--- config.mk ---
export PLATFORM = sky130hd
export DESIGN_NAME = register_bank
export DESIGN_NICKNAME = d
export VERILOG_FILES = /design/src/rtl/register_bank.sv
export SDC_FILE = /design/constraint.sdc
export NUM_CORES = 1
export LEC_CHECK = 0
export CORE_ASPECT_RATIO = 1.1
export CORE_UTILIZATION = 28
export CTS_BUF_LIST = sky130_fd_sc_hd__clkbuf_4
export DETAILED_ROUTE_END_ITERATION = 7
export HOLD_SLACK_MARGIN = 0.1
export SLEW_MARGIN = 20
export SYNTH_ARGS = -nofsm -noshare
export SYNTH_HDL_FRONTEND = slang
export SYNTH_SLANG_ARGS = --single-unit
--- constraint.sdc ---
create_clock -name clk -period 4.3 [get_ports clk]
set_clock_uncertainty 0.1 [all_clocks]
set_input_delay 0.43 -clock clk [delete_from_list [all_inputs] [get_ports clk]]
set_output_delay 0.43 -clock clk [all_outputs]
set_load 0.03 [all_outputs]
--- src/rtl/register_bank.sv ---
// register_bank: small register file with a single-port ALU write path
// (load/inc/dec/shift/rotate/clear) and two combinational read ports.
module register_bank #(
  parameter int WIDTH = 8,
  parameter int DEPTH = 4,
  parameter int AW    = $clog2(DEPTH)
) (
  input  logic             clk,
  input  logic             reset,
  input  logic             load_n,
  input  logic [AW-1:0]    wr_addr,
  input  logic [2:0]       op,
  input  logic [WIDTH-1:0] data_in,
  input  logic [AW-1:0]    rd_addr_a,
  output logic [WIDTH-1:0] rd_data_a,
  input  logic [AW-1:0]    rd_addr_b,
  output logic [WIDTH-1:0] rd_data_b,
  output logic             carry,
  output logic             zero,
  output logic             err
);
  localparam logic [2:0] OP_LOAD = 3'b000;
  localparam logic [2:0] OP_INC  = 3'b001;
  localparam logic [2:0] OP_DEC  = 3'b010;
  localparam logic [2:0] OP_SHL  = 3'b011;
  localparam logic [2:0] OP_SHR  = 3'b100;
  localparam logic [2:0] OP_CLR  = 3'b101;
  localparam logic [2:0] OP_ROL  = 3'b110;
  localparam logic [2:0] OP_HOLD = 3'b111;
  localparam logic [AW:0] LIM    = (AW+1)'(DEPTH);
  logic [WIDTH-1:0] regs [DEPTH];
  logic [WIDTH-1:0] cur, res;
  logic             c_nxt, wr_ok;
  assign wr_ok     = {1'b0, wr_addr} < LIM;
  assign cur       = wr_ok ? regs[wr_addr] : '0;
  assign rd_data_a = ({1'b0, rd_addr_a} < LIM) ? regs[rd_addr_a] : '0;
  assign rd_data_b = ({1'b0, rd_addr_b} < LIM) ? regs[rd_addr_b] : '0;
  always_comb begin
    res   = cur;
    c_nxt = carry;
    case (op)
      OP_LOAD: begin res = data_in; c_nxt = 1'b0; end
      OP_INC:  begin res = cur + 1'b1; c_nxt = &cur; end
      OP_DEC:  begin res = cur - 1'b1; c_nxt = ~|cur; end
      OP_SHL:  {c_nxt, res} = {cur, 1'b0};
      OP_SHR:  {res, c_nxt} = {1'b0, cur};
      OP_CLR:  begin res = '0; c_nxt = 1'b0; end
      OP_ROL:  begin res = {cur[WIDTH-2:0], cur[WIDTH-1]}; c_nxt = cur[WIDTH-1]; end
      default: begin res = cur; c_nxt = carry; end
    endcase
  end
  always_ff @(posedge clk) begin
    if (!reset) begin
      for (int i = 0; i < DEPTH; i++) regs[i] <= '0;
      carry <= 1'b0;
      zero  <= 1'b0;
      err   <= 1'b0;
    end else begin
      err <= !load_n && !wr_ok;
      // out-of-range writes and HOLD leave both the array and the flags alone
      if (!load_n && wr_ok && op != OP_HOLD) begin
        regs[wr_addr] <= res;
        carry         <= c_nxt;
        zero          <= res == '0;
      end
    end
  end
endmodule

* Word level (Yosys, flattened, before mapping) *
Memories as Yosys holds them, arrays and structs flattened.
Index checks and enable logic that the tools add are counted.

storage, ports and cells
  register bits = 2
  RAM bits = 32
  bits of input ports = 20
  output and inout port bits = 19
  logic and storage cells = 33
  memories = 1

cells by class
  add/subtract/negate cells = 2
  eq/ne operators = 7
  multiplexer cells = 9
  reduce and logical (&&, ||, !) cells = 12

memory list
  name  words  bits a word  rd ports  clocked after memory_dff  write ports  line  RTL
  regs  4      8            3         0                         4            31    logic [WIDTH-1:0] regs [DEPTH];

operators by type and width
  kind                   count
  $pmux W8 S7            1
  $reduce_or A8 Y1       2
  $eq A3 B3 Y1 const B   3
  $add A8 B1 Y8 const B  1
  $logic_not A8 Y1       1
  $mux W8                1
  $reduce_and A8 Y1      1
  $sub A8 B1 Y8 const B  1
  $eq A3 B2 Y1 const B   2
  $mux W1                5
  $pmux W1 S5            1
  $reduce_bool A5 Y1     1
  $reduce_or A2 Y1       2
  $eq A3 B1 Y1 const B   1
  $logic_not A3 Y1       1
  $ne A3 B3 Y1 const B   1
  $logic_not A1 Y1       2
  $mux W2                1
  $reduce_and A2 Y1      1
  $logic_and A1 B1 Y1    1

* Logic depth before layout (Yosys ltp) *
Gate-level depths: netlist of the first run.

  word-level depth = 7
  gate-level depth with buffers = 12
  gate-level depth less buffers = 10

* Least setup slack after synthesis of the first run *
No wires, ideal clock.

  path kind = input port to flip-flop
  from = in op[1]
  to = reg zero
  setup time = 116 ps
  arrival time = 3178 ps
  required time = 4084 ps
  setup slack = 906 ps
  cell stages on the path = 11
  path buffers = 2
  cells stage by stage = clkbuf_1 -> clkbuf_1 -> and2_1 -> ha_1 -> a211oi_1 -> o21bai_1 -> a21oi_1 -> mux2_2 -> a31o_2 -> and2_1 -> a41o_1

on the way
  word-level cells in the longest chain between the ends = 3
  elaborated cells on any way between the ends = 11
  classes of those cells = eq/ne (7); mux (1); reduce/logical (3)

ends and longest elaborated chain
  what                                        line  RTL
  from (decl)                                 12    input logic [2:0] op,
  $eq A3 B3 Y1, or another cell as far along  41    case (op)
  $pmux W8 S7                                 41
  $logic_not A8 Y1                            64    zero <= res == '0;
  to (signal assigned)                        56    zero <= 1'b0;
  to (signal assigned)                        64
  to (decl)                                   19    output logic zero,

Parallel ways exist; a longest one is shown, timed or not.
A chain may end at the register's enable or synchronous reset.

* Worst setup path in the final report of the first run *
  from = in wr_addr[0]
  to = reg zero

on the way
  word-level cells in the longest chain between the ends = 4
  elaborated cells on any way between the ends = 5
  classes of those cells = add/sub (2); mux (1); reduce/logical (1); memory (1)

ends and longest elaborated chain
  what                                            line    RTL
  from (decl)                                     11      input logic [AW-1:0] wr_addr,
  $mem_v2 Z4 W8 (*)                               --
  $sub A8 B1 Y8 or $add A8 B1 Y8 (tied branches)  44, 43
  $pmux W8 S7 (*)                                 41
  $logic_not A8 Y1 (*)                            64

Every way passes the cells marked *; elsewhere a longest branch is shown, timed or not.

==> results of run 1 <==
## power groups by stage
stage / clock [mW] / sequential [mW] / combinational [mW]
CTS: 0.297 / 0.396 / 0.329
finish: 0.291 / 0.397 / 0.329
floorplan: 0 / 0.399 / 0.222
global placement: 0 / 0.403 / 0.326
detailed placement: 0 / 0.404 / 0.327
global route: 0.308 / 0.399 / 0.352
## critical path: stages
cell             delay (ns)
clkdlybuf4s50_1        0.68
buf_12                 0.20
mux4_2                 0.60
ha_1                   0.41
o21ai_0                0.30
o21bai_1               0.12
a21oi_1                0.17
mux2_2                 0.36
a31o_2                 0.28
and2_1                 0.14
a41o_1                 0.23
## placed cells by master (no fill, tap or decap), types with 2 or more instances in the layout
master / synthesis / final
a21o_1: 3 / 3
a21oi_1: 8 / 8
a21oi_2: 2 / 2
a41o_1: 2 / 2
and2_1: 3 / 3
and4_1: 2 / 2
buf_4: 1 / 8
bufinv_16: 0 / 2
clkbuf_4: 0 / 5
clkdlybuf4s50_1: 0 / 37
dfxtp_1: 2 / 2
edfxtp_1: 32 / 32
ha_1: 6 / 6
inv_1: 3 / 3
maj3_2: 3 / 3
mux2_2: 2 / 2
mux2i_1: 10 / 10
mux4_2: 22 / 22
nand2_1: 18 / 18
nand2b_1: 4 / 4
nand3_1: 4 / 4
nand3b_1: 2 / 2
nor2_1: 48 / 48
nor3_1: 4 / 4
nor3b_1: 2 / 2
nor4_1: 2 / 2
o21ai_0: 5 / 5
o21ai_1: 5 / 5
o21bai_1: 3 / 3
o221ai_1: 4 / 4
o22ai_1: 2 / 2
xnor2_1: 5 / 5
## stage by stage
step                       util  setup WS (ns)  power [mW]
final                     0.356          0.499        1.02
after global routing      0.356          0.344        1.06
after CTS                 0.356          0.529        1.02
after detailed placement  0.345          0.168       0.731
after global placement    0.345          0.228       0.729
after floorplan               -          0.906       0.621
## flip-flops by register name (all words and copies together), names as in the netlist
register,flops
regs,32
carry,1
zero,1
## metal layers
| metal | global-route usage | vias to the layer above |
|---|---|---|
| met5 | 0 | - |
| met1 | 0.206 | 1148 |
| met3 | 0.0228 | 15 |
| met4 | 0.0504 | 0 |
| met2 | 0.274 | 115 |
| li1 | - | 1054 |
## cells in the mapped netlist, types with 2 or more instances
master	number
mux4_2	22
a21oi_2	2
inv_1	3
buf_6	3
nor3_1	4
nor4_1	2
ha_1	6
o21ai_0	5
xnor2_1	5
o221ai_1	4
a21o_1	3
o21ai_1	5
mux2i_1	10
a21oi_1	8
mux2_2	2
and4_1	2
a41o_1	2
o21bai_1	3
buf_1	3
edfxtp_1	32
clkbuf_1	11
maj3_2	3
nor3b_1	2
nand3_1	4
nand2b_1	4
buf_2	2
and2_1	3
nand3b_1	2
o22ai_1	2
nor2_1	48
nand2_1	18
dfxtp_1	2
## kinds of logic after synthesis
logic type / count (synthesis) / synth area share
fa+ha+maj: 11 / 0.0497
flops: 34 / 0.358
mux: 36 / 0.232
compound gates: 52 / 0.147
buf+inv: 23 / 0.0412
simple gates: 95 / 0.155
xor+xnor: 5 / 0.0157
other cells: 1 / 0.00134
## how the worst max path moves through the flow
stage                     cells past startpoint          to  slack (ns)
final                                        11        zero        0.50
after CTS                                    11  regs[2][7]        0.53
after global placement                       11  regs[2][7]        0.23
after global routing                         11  regs[2][7]        0.34
after floorplan                              11        zero        0.91
after detailed placement                     11  regs[2][7]        0.17
## layout make-up
type,instances,area share
multi-input cells,200,0.494
repair buffers,46,0.133
clock inverters,3,0.0203
inverters,3,0.00332
well taps,117,0.0431
flip-flops and latches,34,0.295
clock buffers,5,0.0111
==> summary.md, run 1 <==
| Metric | Value |
|---|---|
| DRT iter0 DRCs | `173` |
| H-tree lvl count | `2` |
| CTS tree | `built` |
| Register area share after synthesis | `0.358` |
| # rows | `37` |
| Internal | `0.706 mW` |
| Worst hold start | `carry` |
| Met3 routed WL | `456 µm` |
| Clk pwr share | `0.287` |
| Status | `completed` |
| Post-detailed-route DRC marker count | `0` |
| PD cells | `300 nW/µm²` |
| Multi-input logic area | `1680 µm²` |
| Ys flop type | `edfxtp_1` |
| Vias per cell | `5.72` |
| FF-to-FF setup slack | `0.98 ns` |
| Setup TNS | `0 ns` |
| # port buffers | `37` |
| Crit. End Element | `register` |
| Met2 routed WL | `4.04 mm` |
| YS warnings | `0` |
| Initial antenna violation count | `0` |
| Post-route ant nets | `0` |
| Placeable Area | `9540 µm²` |
| RSZ-0062 raised after global routing | `false` |
| Placed Area | `3290 µm²` |
| DR top layer | `met4` |
| Hold bufs inserted after CTS | `0` |
| CTS root buf | `clkbuf_4` |
| TritonCTS Buffers | `5` |
| Syn avg cell area | `10.9 µm²` |
| HP Class | `reg -> reg` |
| NetSw | `0.311 mW` |
| Filler cell count | `962` |
| Worst VDD drop | `0.169 mV` |
| GR Util All Layers | `0.159` |
| Largest cells by area after synthesis | `edfxtp_1 (34%), mux4_2 (18%), nor2_1 (6.4%), mux2i_1 (3.6%), ha_1 (2.7%)` |
| Worst Setup Start Kind | `input port` |
| R2r worst-path depth | `9` |
| Largest net degree at the start of global routing | `30` |
| Worst r2r src | `regs[2][0]` |
| WHS Endpoint | `carry` |
| First-pass GRT wire length | `12.7 mm` |
| Max cap viols | `0` |
| Async set-reset flop share out of synthesis | `0` |
| Worst rel slew slack | `0.588` |
| Placed cell count | `400` |
| Routed WL per cell | `19.7 µm` |
| Switching Share | `0.306` |
| Post-Syn Nets | `284` |
| Hold path cells | `2` |
| Cell count after synthesis | `257` |
| Data required time of the worst path | `4.44 ns` |
| Clock sinks | `34` |
| Synth top area share | `0.344` |
| Mapped Area | `2790 µm²` |
| Leakage | `1.22 nW` |
| # setup viols final | `0` |
| Number of post-CTS setup repair buffers | `0` |
| Share of layout cells above drive strength 1 | `0.189` |
| Synth Register Bits | `34` |
| Final Cell Area | `3390 µm²` |
| Hold Vio Cnt, Final | `0` |
| Worst skew pair latency | `0.33 ns` |
| Crit path launch | `wr_addr[0]` |
| I/O Pins | `39` |
| Post-cts sizing count | `0` |
| Reg clk slew, reported paths | `0.11 ns` |
| Worst-path fanout max | `12` |
| GR Overflow Total | `0` |
| Initial core utilization | `0.293` |
| Crit path DAT | `3.94 ns` |
| Vias in the first global route | `2345` |
| M1 WL | `3.41 mm` |
| Comb pwr share | `0.323` |
| Clock tree buffer depth | `2` |
| DR vias | `2332` |
| EDFF count, synth | `32` |
| Post-DP HPWL | `6.12 mm` |
| DIE AREA | `10400 µm²` |
| Setup CP Type | `in -> reg` |
| Unique masters post-synth | `62` |
| Sequential share of power | `0.390` |
| Die W | `97.2 µm` |
| Minimum clock period | `3.80 ns` |
| Reg2reg end | `zero` |
| Post-Layout Cell Count | `408` |
| N_diodes | `0` |
| Final RePlAce weighted congestion | `0.937` |
| Final WL | `8.05 mm` |
| Fmax | `263 MHz` |
| Area Growth Syn to Fin | `21.5%` |
| Synth area leader | `edfxtp_1` |
| Slew @ Worst Pin | `0.617 ns` |
| Drt pass-1 iters | `5` |
| Die Span Y | `107 µm` |
| Hold Slack | `0.482 ns` |
| FF+latch area | `1000 µm²` |
| Fin nets | `317` |
| Tcrit/Tclk final | `0.884` |
| Final Max Tran Viols | `0` |
(Power assumes the default switching activity.)
==> inputs of run 2 (changes only) <==
- clock period: 4.3 -> 4 ns (I/O delays scaled with it)
==> run 2 against run 1 <==
Compared with the run above: power is 2.5% higher; design area is 1.7% higher; first-iteration DRC count is 7.5% lower; final cell count is 2.5% higher; utilization is 0.62 points higher; die area stayed put; sequential power is 7.3% higher; non-clock buffer count is 10 higher; via count is 0.47% higher; clock power is 15% lower; clock-buffer cell count stayed put; setup slack worse by 0.060 ns.
==> summary.md, run 2 (same netlist as run 1, synthesis figures left out) <==
| Metric | Value |
|---|---|
| First-pass GRT wire length | `12.4 mm (-2.8%)` |
| Final Max Tran Viols | `0 (unchanged)` |
| Final core occ | `0.362 (+0.00617)` |
| Post-DP HPWL | `6.01 mm (-1.9%)` |
| RSZ-0062 raised after global routing | `false` |
| Hold bufs inserted after CTS | `0 (unchanged)` |
| Vias in the first global route | `2337 (-0.34%)` |
| Max FFs per register | `32 (unchanged)` |
| DR vias | `2343 (+0.47%)` |
| Worst Setup Start Kind | `input port` |
| Initial antenna violation count | `0 (unchanged)` |
| DRT iter0 DRCs | `160 (-7.5%)` |
| Clock tree buffer depth | `2 (unchanged)` |
| Largest register by flop count | `regs` |
| Slew @ Worst Pin | `0.599 ns (-0.0178 ns)` |
| Fin nets | `327 (+3.2%)` |
| GR Overflow Total | `0 (unchanged)` |
| Status | `completed` |
| Tcrit/Tclk final | `0.890` |
| Vias per cell | `5.61 (-1.9%)` |
| Max cap viols | `0 (unchanged)` |
| Placeable Area | `9540 µm² (unchanged)` |
| FF+latch area | `1000 µm² (unchanged)` |
| Final RePlAce weighted congestion | `0.866 (-7.5%)` |
| I/O Pins | `39 (unchanged)` |
| Crit. End Element | `register` |
| PD cells | `302 nW/µm² (+0.77%)` |
| H-tree lvl count | `2 (unchanged)` |
| Crit path DAT | `3.56 ns (-0.38 ns)` |
| Leakage | `1.26 nW (+3.5%)` |
| Setup TNS | `0 ns (unchanged)` |
| Worst skew pair latency | `0.34 ns (about the same)` |
| Worst rel slew slack | `0.600 (+0.0119)` |
| Post-detailed-route DRC marker count | `0 (unchanged)` |
| TritonCTS Buffers | `5 (unchanged)` |
| Number of post-CTS setup repair buffers | `0 (unchanged)` |
| CTS root buf | `clkbuf_4` |
| GR Util All Layers | `0.153 (-0.00602)` |
| Multi-input logic area | `1680 µm² (unchanged)` |
| Final WL | `7.77 mm (-3.5%)` |
| Post-route ant nets | `0 (unchanged)` |
| Setup CP Type | `in -> reg` |
| Commonest non-fill, non-tap cell in the layout | `nor2_1` |
| Worst-path fanout max | `14 (+2)` |
| N_diodes | `0 (unchanged)` |
| Die Span Y | `107 µm (unchanged)` |
| # setup viols final | `0 (unchanged)` |
| HP Class | `reg -> reg` |
| Area Growth Syn to Fin | `23.6%` |
| DIE AREA | `10400 µm² (unchanged)` |
| Post-cts sizing count | `0 (unchanged)` |
| Share of layout cells above drive strength 1 | `0.216 (+0.0269)` |
| Most frequent cells in the layout | `nor2_1 (48), clkdlybuf4s50_1 (37), edfxtp_1 (32), mux4_2 (22), nand2_1 (18)` |
| Initial core utilization | `0.293 (unchanged)` |
| Reg clk slew, reported paths | `0.11 ns (about the same)` |
| Routed WL per cell | `18.6 µm (-5.8%)` |
| Data required time of the worst path | `3.99 ns (-0.45 ns)` |
| Minimum clock period | `3.56 ns` |
| Fmax | `281 MHz` |
| Die W | `97.2 µm (unchanged)` |
| CTS tree | `built` |
| # rows | `37 (unchanged)` |
| Worst VDD drop | `0.147 mV (-13%)` |
| Filler cell count | `954 (-0.83%)` |
| Clock sinks | `34 (unchanged)` |
| Hold Vio Cnt, Final | `0 (unchanged)` |
| Drt pass-1 iters | `4 (-1)` |
| Largest net degree at the start of global routing | `30 (unchanged)` |
| Top Registers | `regs: 32 flops, carry: 1 flops, zero: 1 flops` |
| # port buffers | `37 (unchanged)` |
run 2: final timing paths:
| path | cells past startpoint | to | start | slack [ns] |
|---|---|---|---|---|
| worst max-delay path | 11 | regs[2][7] | wr_addr[0] | 0.44 |
| worst min-delay path | 2 | carry | carry | 0.46 |
| worst max register to register | 9 | zero | regs[3][0] | 0.77 |
| worst min register to register | 2 | carry | carry | 0.46 |
run 2: cell type report:
cell class / count / area share
timing repair buffer: 56 / 0.156
tap: 117 / 0.0424
multi-input combinational: 200 / 0.486
inverter: 3 / 0.00326
clock inverter: 3 / 0.0116
sequential: 34 / 0.290
clock buffer: 5 / 0.0109
run 2: critical path: stages:
cell	delay, ns
clkdlybuf4s50_1	0.59
buf_12	0.19
mux4_2	0.54
ha_1	0.36
a21o_1	0.18
a21o_1	0.18
a221o_1	0.39
nor2_1	0.12
xnor2_1	0.11
o311ai_4	0.39
nor2_1	0.09
run 2: report_power, final:
| group | internal (mW) | switching, mW |
|---|---|---|
| Combinational | 0.167 | 0.203 |
| Clock | 0.129 | 0.117 |
| Sequential | 0.411 | 0.0152 |
run 2: routing by layer:
layer,global-route usage,vias to the layer above,wire [µm],part of all wire
li1,-,1084,-,-
met1,0.186,1163,3110,0.40
met3,0.0306,15,468,0.060
met5,0,-,0,0
met2,0.266,81,4020,0.52
met4,0.0588,0,178,0.023
run 2: through the flow:
step           power [mW]  std cells  hold slack [ns]  setup WS [ns]  cell area [µm²]
6_report             1.04        418            0.465          0.438             3450
3_5_place_dp        0.804        410            0.450         0.0701             3370
2_1_floorplan       0.668        257            0.469          0.636             2790
5_1_grt              1.09        418            0.515          0.307             3450
4_1_cts              1.05        418            0.472          0.434             3450
3_3_place_gp        0.801        410            0.462         0.0919             3370
